File: config.mk
export PLATFORM = sky130hd
export DESIGN_NAME = branch_recovery
export DESIGN_NICKNAME = d
export VERILOG_FILES = /design/src/rtl/types_pkg.sv /design/src/rtl/rob_age_cmp.sv /design/src/rtl/branch_recovery.sv
export SDC_FILE = /design/constraint.sdc
export NUM_CORES = 1
export LEC_CHECK = 0
export CORE_ASPECT_RATIO = 1.25
export CORE_MARGIN = 2
export CORE_UTILIZATION = 51
export CTS_CLUSTER_SIZE = 14
export DETAILED_ROUTE_END_ITERATION = 7
export DONT_BUFFER_PORTS = 1
export PLACE_DENSITY = 0.75
export SYNTH_ARGS = -nofsm -noshare
export SYNTH_HDL_FRONTEND = slang
export SYNTH_SLANG_ARGS = --single-unit
File: constraint.sdc
create_clock -name clk -period 8.6 [get_ports clk]
set_clock_uncertainty 0.1 [all_clocks]
set_input_delay 1.72 -clock clk [delete_from_list [all_inputs] [get_ports clk]]
set_output_delay 1.72 -clock clk [all_outputs]
set_load 0.01 [all_outputs]
File: src/rtl/types_pkg.sv
// Shared backend types: branch result bus, recovery FSM states and ROB walk entry.
package types_pkg;

    localparam int unsigned ROB_W  = 5;
    localparam int unsigned PREG_W = 7;

    typedef struct packed {
        logic              fu_b_done;
        logic              mispredict;
        logic [ROB_W-1:0]  mispredict_tag;
        logic [31:0]       pc;
    } b_data;

    typedef enum logic [1:0] {
        IDLE,
        FLUSH,
        WALK,
        REDIRECT
    } recov_state_t;

    typedef struct packed {
        logic              has_dest;
        logic [4:0]        rd;
        logic [PREG_W-1:0] pd_new;
        logic [PREG_W-1:0] pd_old;
    } rob_walk_t;

endpackage

File: src/rtl/rob_age_cmp.sv
// Combinational ROB age compare: older = age(a) < age(b), ages measured from head.
module rob_age_cmp #(
    parameter int unsigned ROB_W = 5
) (
    input  logic [ROB_W-1:0] a,
    input  logic [ROB_W-1:0] b,
    input  logic [ROB_W-1:0] head,
    output logic             older
);

    logic [ROB_W-1:0] age_a;
    logic [ROB_W-1:0] age_b;

    always_comb begin
        age_a = a - head;
        age_b = b - head;
        older = (age_a < age_b);
    end

endmodule

File: src/rtl/branch_recovery.sv
// Mispredict recovery: kill pulse, ROB rollback walk (RAT restore + free list
// return), then fetch redirect and ROB tail restore.
module branch_recovery #(
    parameter int unsigned ROB_DEPTH = 32,
    parameter int unsigned PREG_W    = 7,
    localparam int unsigned ROB_W    = $clog2(ROB_DEPTH)
) (
    input  logic                 clk,
    input  logic                 reset,
    input  types_pkg::b_data     b_in,
    input  logic [ROB_W-1:0]     rob_head,
    input  logic [ROB_W-1:0]     rob_tail,
    output logic [ROB_W-1:0]     walk_idx,
    input  logic                 walk_has_dest,
    input  logic [4:0]           walk_rd,
    input  logic [PREG_W-1:0]    walk_pd_new,
    input  logic [PREG_W-1:0]    walk_pd_old,
    output logic                 mispredict,
    output logic [ROB_W-1:0]     mispredict_tag,
    output logic                 rat_wr_en,
    output logic [4:0]           rat_wr_arch,
    output logic [PREG_W-1:0]    rat_wr_preg,
    output logic                 free_valid,
    output logic [PREG_W-1:0]    free_preg,
    output logic                 rob_tail_wr,
    output logic [ROB_W-1:0]     rob_tail_new,
    output logic                 redirect_valid,
    output logic [31:0]          redirect_pc,
    output logic                 stall_frontend
);

    import types_pkg::*;

    localparam logic [ROB_W-1:0] IDX_ONE = ROB_W'(1);

    recov_state_t     state, state_nx;
    logic [ROB_W-1:0] ptr, ptr_nx;
    logic [ROB_W-1:0] tag, tag_nx;
    logic [31:0]      target, target_nx;
    logic [ROB_W-1:0] tag_p1;
    logic             trigger;
    logic             new_older;
    rob_walk_t        walk;

    always_comb begin
        trigger = b_in.fu_b_done && b_in.mispredict;
        tag_p1  = tag + IDX_ONE;
        walk    = '{has_dest: walk_has_dest, rd: walk_rd,
                    pd_new: walk_pd_new, pd_old: walk_pd_old};
    end

    rob_age_cmp #(
        .ROB_W (ROB_W)
    ) u_age_cmp (
        .a     (b_in.mispredict_tag),
        .b     (tag),
        .head  (rob_head),
        .older (new_older)
    );

    always_ff @(posedge clk or posedge reset) begin
        if (reset) begin
            state  <= IDLE;
            ptr    <= '0;
            tag    <= '0;
            target <= '0;
        end else begin
            state  <= state_nx;
            ptr    <= ptr_nx;
            tag    <= tag_nx;
            target <= target_nx;
        end
    end

    always_comb begin
        state_nx       = state;
        ptr_nx         = ptr;
        tag_nx         = tag;
        target_nx      = target;
        mispredict     = 1'b0;
        mispredict_tag = '0;
        rat_wr_en      = 1'b0;
        rat_wr_arch    = '0;
        rat_wr_preg    = '0;
        free_valid     = 1'b0;
        free_preg      = '0;
        rob_tail_wr    = 1'b0;
        rob_tail_new   = '0;
        redirect_valid = 1'b0;
        redirect_pc    = '0;

        unique case (state)
            IDLE: begin
                if (trigger) begin
                    state_nx  = FLUSH;
                    tag_nx    = b_in.mispredict_tag;
                    target_nx = b_in.pc;
                    ptr_nx    = rob_tail - IDX_ONE;
                end
            end
            FLUSH: begin
                mispredict     = 1'b1;
                mispredict_tag = tag;
                state_nx       = (ptr == tag) ? REDIRECT : WALK;
            end
            WALK: begin
                if (walk.has_dest) begin
                    rat_wr_en   = 1'b1;
                    rat_wr_arch = walk.rd;
                    rat_wr_preg = walk.pd_old;
                    free_valid  = 1'b1;
                    free_preg   = walk.pd_new;
                end
                // Always step past the undone entry so that after the walk the
                // pointer rests on the branch itself; a later older trigger
                // then resumes from exactly the first not-yet-undone entry.
                ptr_nx = ptr - IDX_ONE;
                if (ptr == tag_p1) begin
                    state_nx = REDIRECT;
                end
            end
            REDIRECT: begin
                redirect_valid = 1'b1;
                redirect_pc    = target;
                rob_tail_wr    = 1'b1;
                rob_tail_new   = tag_p1;
                state_nx       = IDLE;
            end
            default: state_nx = IDLE;
        endcase

        // Older branch while busy: re-flush with the new tag, keep the walk pointer.
        if (state != IDLE && trigger && new_older) begin
            state_nx  = FLUSH;
            tag_nx    = b_in.mispredict_tag;
            target_nx = b_in.pc;
        end
    end

    always_comb begin
        walk_idx       = ptr;
        stall_frontend = (state != IDLE);
    end

endmodule

==> results of run 1 <==
[cell usage after synthesis (4+ instances only)]
cell type	number	area share, %
sky130_fd_sc_hd__dfrtp_1	44	38
sky130_fd_sc_hd__and2_1	42	9.1
sky130_fd_sc_hd__mux2_2	25	9.7
sky130_fd_sc_hd__and3_1	19	4.1
sky130_fd_sc_hd__ha_1	18	7.8
sky130_fd_sc_hd__inv_1	13	1.7
sky130_fd_sc_hd__mux2_1	12	4.7
sky130_fd_sc_hd__nand2_1	11	1.4
sky130_fd_sc_hd__a21oi_1	10	1.7
sky130_fd_sc_hd__xnor2_1	10	3.0
sky130_fd_sc_hd__xor2_1	10	3.0
sky130_fd_sc_hd__clkbuf_1	8	1.0
sky130_fd_sc_hd__mux2i_1	6	2.1
sky130_fd_sc_hd__a21o_1	5	1.3
sky130_fd_sc_hd__buf_4	5	1.3
sky130_fd_sc_hd__a31oi_1	4	0.87
sky130_fd_sc_hd__nand3_1	4	0.69
[area by class of cell]
cell class                      count  area (um2)  share of cell area (%)
Tap cell                           64        80.1                    2.65
Clock buffer                        5        68.8                    2.28
Sequential cell                    44        1100                    36.4
Inverter                           13        48.8                    1.61
Clock inverter                      2        60.1                    1.99
Multi-Input combinational cell    202        1660                    55.0
[metal layers]
metal  vias to the layer above  global-route usage [%]  share of wire [%]
li1                        928                       -                  -
met1                       909                    20.7                 40
met2                       110                    33.8                 50
met3                         6                    5.18                9.5
met4                         0                    5.32                1.0
met5                         -                       0                  0
[kinds of logic (layout without fill, tap and decap cells)]
family / after synthesis / in the layout / synth area share (%)
AOI/OAI and AO/OA: 28 / 28 / 7.14
xor gates and xnor gates: 20 / 20 / 6.06
adders and majority gates: 20 / 20 / 9.18
buffers and inverters: 28 / 20 / 4.37
DFF: 44 / 44 / 38.1
muxes: 43 / 43 / 16.5
and+or+nand+nor: 91 / 91 / 18.7
[cells in the final DEF (no fill, tap or decap), drive strengths merged]
| cell type | instances |
|---|---|
| bufinv | 2 |
| o2bb2ai | 1 |
| mux2 | 37 |
| mux2i | 6 |
| nand4b | 1 |
| nor4 | 1 |
| nor3b | 1 |
| nor3 | 2 |
| or3 | 1 |
| nor2b | 2 |
| o41ai | 1 |
| o21ai | 4 |
| nor2 | 1 |
| a2bb2oi | 1 |
| nand2 | 11 |
| inv | 13 |
| xnor2 | 10 |
| xor2 | 10 |
| dfrtp | 44 |
| or3b | 1 |
| nand2b | 1 |
| or2 | 2 |
| o2111ai | 1 |
| nand3 | 4 |
| fa | 2 |
| a21oi | 10 |
| a21o | 5 |
| and2 | 43 |
| clkbuf | 5 |
| and3 | 19 |
| nand4 | 1 |
| ha | 18 |
| a221oi | 1 |
| a31oi | 4 |
[worst max-delay path: cells and delay by family]
kind | cells | cell delay [ns]
xor+xnor | 1 | 0.10
buf+inv | 2 | 0.11
compound gates | 5 | 1.43
mux | 1 | 0.43
fa+ha+maj | 3 | 0.88
[state kept, by name (all words and copies together) (netlist names)]
signal,count
walk_idx,5
tag,5
target,32
state,2
[through the flow]
stage          total power [W]  instance area [um2]  hold WS [ns]
2_1_floorplan         0.000911                 2890         0.356
3_3_place_gp          0.000988                 2890         0.366
3_5_place_dp           0.00102                 2890         0.377
4_1_cts                0.00120                 3020         0.396
5_1_grt                0.00129                 3020         0.417
6_report               0.00118                 3020         0.392
[power by group through the flow]
stage	combinational (W)	sequential, W	clock (W)
floorplan	0.000532	0.000378	0
global placement	0.000579	0.000410	0
detailed placement	0.000606	0.000417	0
CTS	0.000606	0.000412	0.000185
global route	0.000668	0.000427	0.000192
finish	0.000596	0.000410	0.000179
[worst paths after layout]
check | start | end | slack (ns) | cells past startpoint
min in group asynchronous | reset | target[13] | 1.39 | 1
max in group asynchronous | reset | target[1] | 6.44 | 1
hold reg to reg | target[20] | target[20] | 0.39 | 1
hold / removal | target[20] | target[20] | 0.39 | 1
setup / recovery | b_in[32] | target[30] | 4.00 | 12
setup reg to reg | tag[0] | target[30] | 4.93 | 12
==> impl.org, run 1 <==
** Run status
- Outcome :: finished clean

** Synth
- Number of warnings reported in the yosys synthesis log :: 0
- After synthesis, the share of flip-flops with an asynchronous set or reset is 100%.
- The number of nets in the synthesized netlist is between 300 and 400.
- Instance count of the mapped netlist :: approximately 270
- Most used DFF post-synth :: sky130_fd_sc_hd__dfrtp_1
- Number of synthesized register bits :: between 40 and 50
- Synth Cell Area :: 2890 um2
- Number of library cell types mapped by synthesis :: 39
- Sequential-to-total area share from yosys stat :: roughly two fifths
- Averaged over all synthesized cells, the footprint is approximately 11 um2.
- In this run, synthesis inferred 0 flip-flops with an integrated enable.

** Route
- Vias per std cell :: roughly 6
- Summed over all layers, the routed wires come to about 5.9 mm.
- Average routed wire per standard cell :: between 15 and 20 um
- For this run, design rule violations remaining after detail routing come to 0.
- For this block, the via count after detailed routing is about 2,000.
- Violation count after the first detailed-routing iteration :: 70
- The detail route stage leaves a number of antenna-violating nets equal to 0.
- Detailed Routing Iterations Pass 1 :: 2

** STA
- The number of failing hold endpoints at the final stage was 0.
- Of the available clock period, the critical path in the final layout requires ~53%.
- Max frequency :: ~220 MHz
- The routed design could run at a clock period as short as 4.60 ns.
- Final Max Tran Viols :: 0
- Setup slack on the critical path of the routed design comes to 4.00 ns.
- In this run the tightest slew margin relative to its limit is 25.3%.
- Unrepaired setup endpoints after global routing :: no
- Final sum of negative setup slack :: 0 ns
- Setup violations remaining at the end of the flow were counted as 0.
- For the pin with the worst max-slew slack, the measured transition is approximately 1.1 ns.

** Power and ir drop
- Static leakage :: around 1.4 nW
- Pwr dens :: roughly 390 nW/um2
- VDD sags by at most ~140 uV.
- Net switching fraction of the power :: roughly 41%
- Of the total power, combinational logic draws around 50%.
- The clock network accounts for between 10% and 20% of the total power.
- Proportion of power drawn by flip-flops and latches :: approximately 35%
- Switching power of the nets :: about 0.0005 W
- The internal portion of the total power is about 0.0007 W.

** Worst setup path
- In this run the worst path has a maximum fanout of 37.
- For this design, the slowest cell found on the critical path is sky130_fd_sc_hd__o21ai_4.
- The largest single stage delay on the critical path is slightly below 0.9 ns.
- Kind of end point of the critical path :: flip-flop
- Startpoint Class :: input pin
- By startpoint and endpoint, the worst setup path is classified as in2reg.
- For the worst setup path, the data required time is a little under 9 ns.
- The signal on the critical path passes through inv_1 > ha_1 > inv_1 > fa_1 > a21o_1 > a21oi_1 > xnor2_1 > ha_1 > a21o_1 > a31oi_1 > o21ai_4 > mux2_2.
- For the worst setup path, the data arrival time is 4.67 ns.

** Finish
- Cells fill a little under three fifths of the core in the end.
- Area added between synthesis and finish :: 4.55%
- Fraction of final layout cells sized beyond drive strength 1 :: roughly 14%
- # nets final :: ~360
- The repair_antennas step left the layout with diodes totalling 0.
- Leaving out filler cells and counting taps, the final layout contains 330.
- Filler Cells Inserted :: 473

** Floorplan
- Boundary pin count :: 143
- Cell Rows :: 30
- The die is 88.2 um tall.
- Total die area :: between 6000 and 7000 um2
- Width of the chip :: between 70 and 80 um
- The core region is between 5000 and 6000 um2.
- Starting Density :: a little over half

** Clock tree
- In this run, CTS created clock tree buffers numbering 5.
- Quantity of hold-fixing buffers added after cts :: 0
- The cell sitting at the root of the clock tree is a sky130_fd_sc_hd__clkbuf_8.
- Buffer levels on the longest clock path :: 2
- H-tree depth reported by CTS :: 2
- Clock latency on the worst-skew pair, taken at its later pin, is ~0.29 ns.
- TritonCTS clock tree :: done
- Once the clock tree was built, the resizer swapped 0 gates to a different size.
- The clock drives 44 sinks.
- Post CTS Setup Buffer Count :: 0
- Clock-pin slew was measured on the worst setup and hold paths at 0.08 ns.

** Placement
- Routability congestion estimate :: roughly 0.8
- Half-perimeter wire length after detailed placement :: between 4 and 5 mm
- Worst-case setup slack after placement :: approximately 3.6 ns
- In this run the tool buffered the top-level ports with 0 buffer cells.
- Post-placement cell count :: roughly 320

** Global route
- Initial antenna violation count :: 0
- The number of global-route vias before repair came to between 1,500 and 2,000.
- The first global-routing pass estimated around 9.0 mm of wire.
- The total overflow left after global routing is 0.
- Entering global routing, the biggest net connects 45 pins.
- Total GRT Usage :: roughly 18%

** Flow run
- Across the run, the number of max-cap violations was 0.

** Min path
- Worst Hold Class :: reg2reg
No activity file was read; power rests on OpenSTA's default activity.
==> inputs of run 2 (changes only) <==
==> constraint.sdc (replaced) <==
create_clock -name clk -period 4.65 [get_ports clk]
set_clock_uncertainty 0.1 [all_clocks]
set_input_delay 0.93 -clock clk [delete_from_list [all_inputs] [get_ports clk]]
set_output_delay 0.93 -clock clk [all_outputs]
set_load 0.01 [all_outputs]
==> run 2 against run 1 <==
- hold slack got worse by 0.0040 ns
- setup slack got worse by 2.8 ns
- final cell count rose by 0.61%
- combinational power is 83% higher
- via count rose by 0.26%
- first-iteration DRC count is 16% higher
==> impl.org, run 2 (synthesis results as in run 1) <==
** Finish
- Biggest register :: target
- In the final layout, the share of cells above drive strength 1 is between 10% and 20%.
- Commonest non-fill, non-tap cell in the layout :: sky130_fd_sc_hd__dfrtp_1
- After routing the design area is 3020 um2.
- Area added between synthesis and finish :: 4.55%
- Excluding fillers, the count of instances in the completed layout stands at 332.
- The number of antenna diodes in the final layout is 0.
- The net count of the finished layout is approximately 360.
- The top cell types in the final layout, fill and taps aside, are sky130_fd_sc_hd__dfrtp_1 (44), sky130_fd_sc_hd__and2_1 (42), sky130_fd_sc_hd__mux2_2 (25).
- Number of flip-flops in the largest register :: 32

** Floorplan
- In this run the horizontal extent of the chip is 71.3 um.
- Area of the core region :: approximately 5400 um2
- The die is 88.2 um tall.
- After floorplanning, the core was divided into 30 placement rows.
- Starting Density :: a little over half
- around 140 I/O pins were placed.
- The die covers between 6000 and 7000 um2.

** STA
- Actual transition at the worst max-transition pin :: around 1.1 ns
- For the finished layout, the period the worst path requires is 3.44 ns.
- Setup slack closes at 1.21 ns.
- Setup repair after global routing left no endpoint under its margin.
- The count of final max-slew check failures came to 0.
- Max frequency :: roughly 290 MHz
- Setup total negative slack on the finished layout was measured at 0 ns.
- Final hold violation count :: 0
- Measured against its own limit, the worst slew margin works out to about 27%.
- The final critical path takes up around three quarters of the cycle.
- Final count of negative-setup-slack endpoints :: 0

** Worst setup path
- Largest driver fanout on the critical path :: 37
- Walking the worst path, the cells encountered are inv_1 > ha_1 > inv_1 > fa_1 > a21o_1 > a21oi_1 > xnor2_1 > ha_1 > a21o_1 > a31oi_1 > o21ai_4 > buf_4 > mux2_1.
- The worst setup path is launched from an input pin.
- Crit path buffers/inverters :: 3
- Worst Path Required :: 4.73 ns
- Kind of end point of the critical path :: flip-flop
- Critical Setup Path Class :: in2reg
- The critical path starts at b_in[32].
- Worst path top cell family by delay :: adder cells
- Slowest stage cell, crit path :: sky130_fd_sc_hd__fa_1
- Source of the worst register-to-register timing path :: tag[0]
- For the worst setup path, the data arrival time is 3.52 ns.
- In this design, the stage delay of the slowest critical-path cell is roughly 0.39 ns.

** Clock tree
- H-tree depth reported by CTS :: 2
- Post CTS Setup Buffer Count :: 0
- Worst skew pair latency :: between 0.2 and 0.3 ns
- TritonCTS clock tree :: done
- CTS placed an instance of sky130_fd_sc_hd__clkbuf_8 at the clock tree root.
- Clk pin slew, worst setup/hold paths :: about 0.08 ns
- Resized cells post-CTS :: 0
- CTS sink cnt :: between 40 and 50
- Number of clock buffers inserted by TritonCTS :: 5
- For this design, the CTS-stage hold fixing added 0 buffers.
- Buffer levels on the longest clock path :: 2

** Min path
- Launch point of the worst hold path :: target[20]
- Worst Hold Class :: reg2reg

** Global route
- Global routing used 17.5% of the available tracks across all layers.
- Initial antenna violation count :: 0
- Entering global routing, the biggest net connects 45 pins.
- Via count of the first global-routing pass :: around 1,800
- Global-route wire length before repair :: approximately 8.6 mm
- Global routing finished with a remaining overflow of 0.

** Power and ir drop
- Across the VDD grid, the largest voltage drop is roughly 280 uV.
- In this run the power density over the cells is ~710 nW/um2.
- In this run the static leakage power is roughly 1.4 nW.

** Placement
- Post-placement cell count :: between 300 and 400
- Placed cell areas :: around 2900 um2
- Prior to clock tree synthesis, the placed netlist has a worst setup slack of around 0.90 ns.
- Half-perimeter wire length after detailed placement :: between 4 and 5 mm
- Routability congestion estimate :: 0.840
- Buffers on Ports :: 0

** Run status
- Outcome :: finished clean

** Route
- The routed layout has a little under 2,000 vias.
- Vias per std cell :: 5.90
- After detailed routing, the total wire length is 5.67 mm.
- Once detail routing completed, the nets flagged for antenna violations numbered 0.
- After detailed routing, the number of remaining DRC violations is 0.
- Detailed Routing Iterations Pass 1 :: 4
- In this run, the number of DRC markers left after iteration 0 of detailed routing was between 80 and 90.
- Dividing the detail-routed wire length by the instance count gives 17.1 um.

** Flow run
- Count of max-cap constraint violations :: 0
## run 2: power by group
group	internal (W)	leakage [nW]	total [W]	switching [W]
combinational	0.000498	0.841	0.00109	0.000589
clock	0.000176	0.0614	0.000299	0.000124
sequential	0.000581	0.516	0.000754	0.000173
## run 2: cell type report
cell class                      count  area, um2
Clock buffer                        6       82.6
Sequential cell                    44       1100
Clock inverter                      2       38.8
Tap cell                           64       80.1
Inverter                           13       48.8
Multi-Input combinational cell    202       1660
Timing Repair Buffer                1       7.51
Fill cell                         481       2420
## run 2: path summary, 6_finish.rpt
kind / cells past startpoint / slack, ns / endpoint
setup / recovery: 13 / 1.21 / target[17]
hold / removal: 1 / 0.39 / target[20]
setup reg to reg: 13 / 1.35 / target[28]
hold reg to reg: 1 / 0.39 / target[20]
max in group asynchronous: 1 / 3.30 / target[30]
min in group asynchronous: 1 / 0.60 / target[19]
## run 2: per-layer routing
layer	vias to the layer above	routed length (um)	part of all wire, %	global-route usage, %
li1	922	-	-	-
met1	916	2150	38	20.2
met2	114	2810	50	30.7
met3	6	620	11	5.64
met4	0	78	1.4	5.83
met5	-	0	0	0
## run 2: metrics by stage
step	total power (W)	hold WS [ns]	util, %
after floorplan	0.00168	0.356	-
after global placement	0.00183	0.365	53.3
after detailed placement	0.00187	0.373	53.3
after CTS	0.00217	0.393	55.5
after global routing	0.00233	0.409	55.5
final	0.00214	0.388	55.5
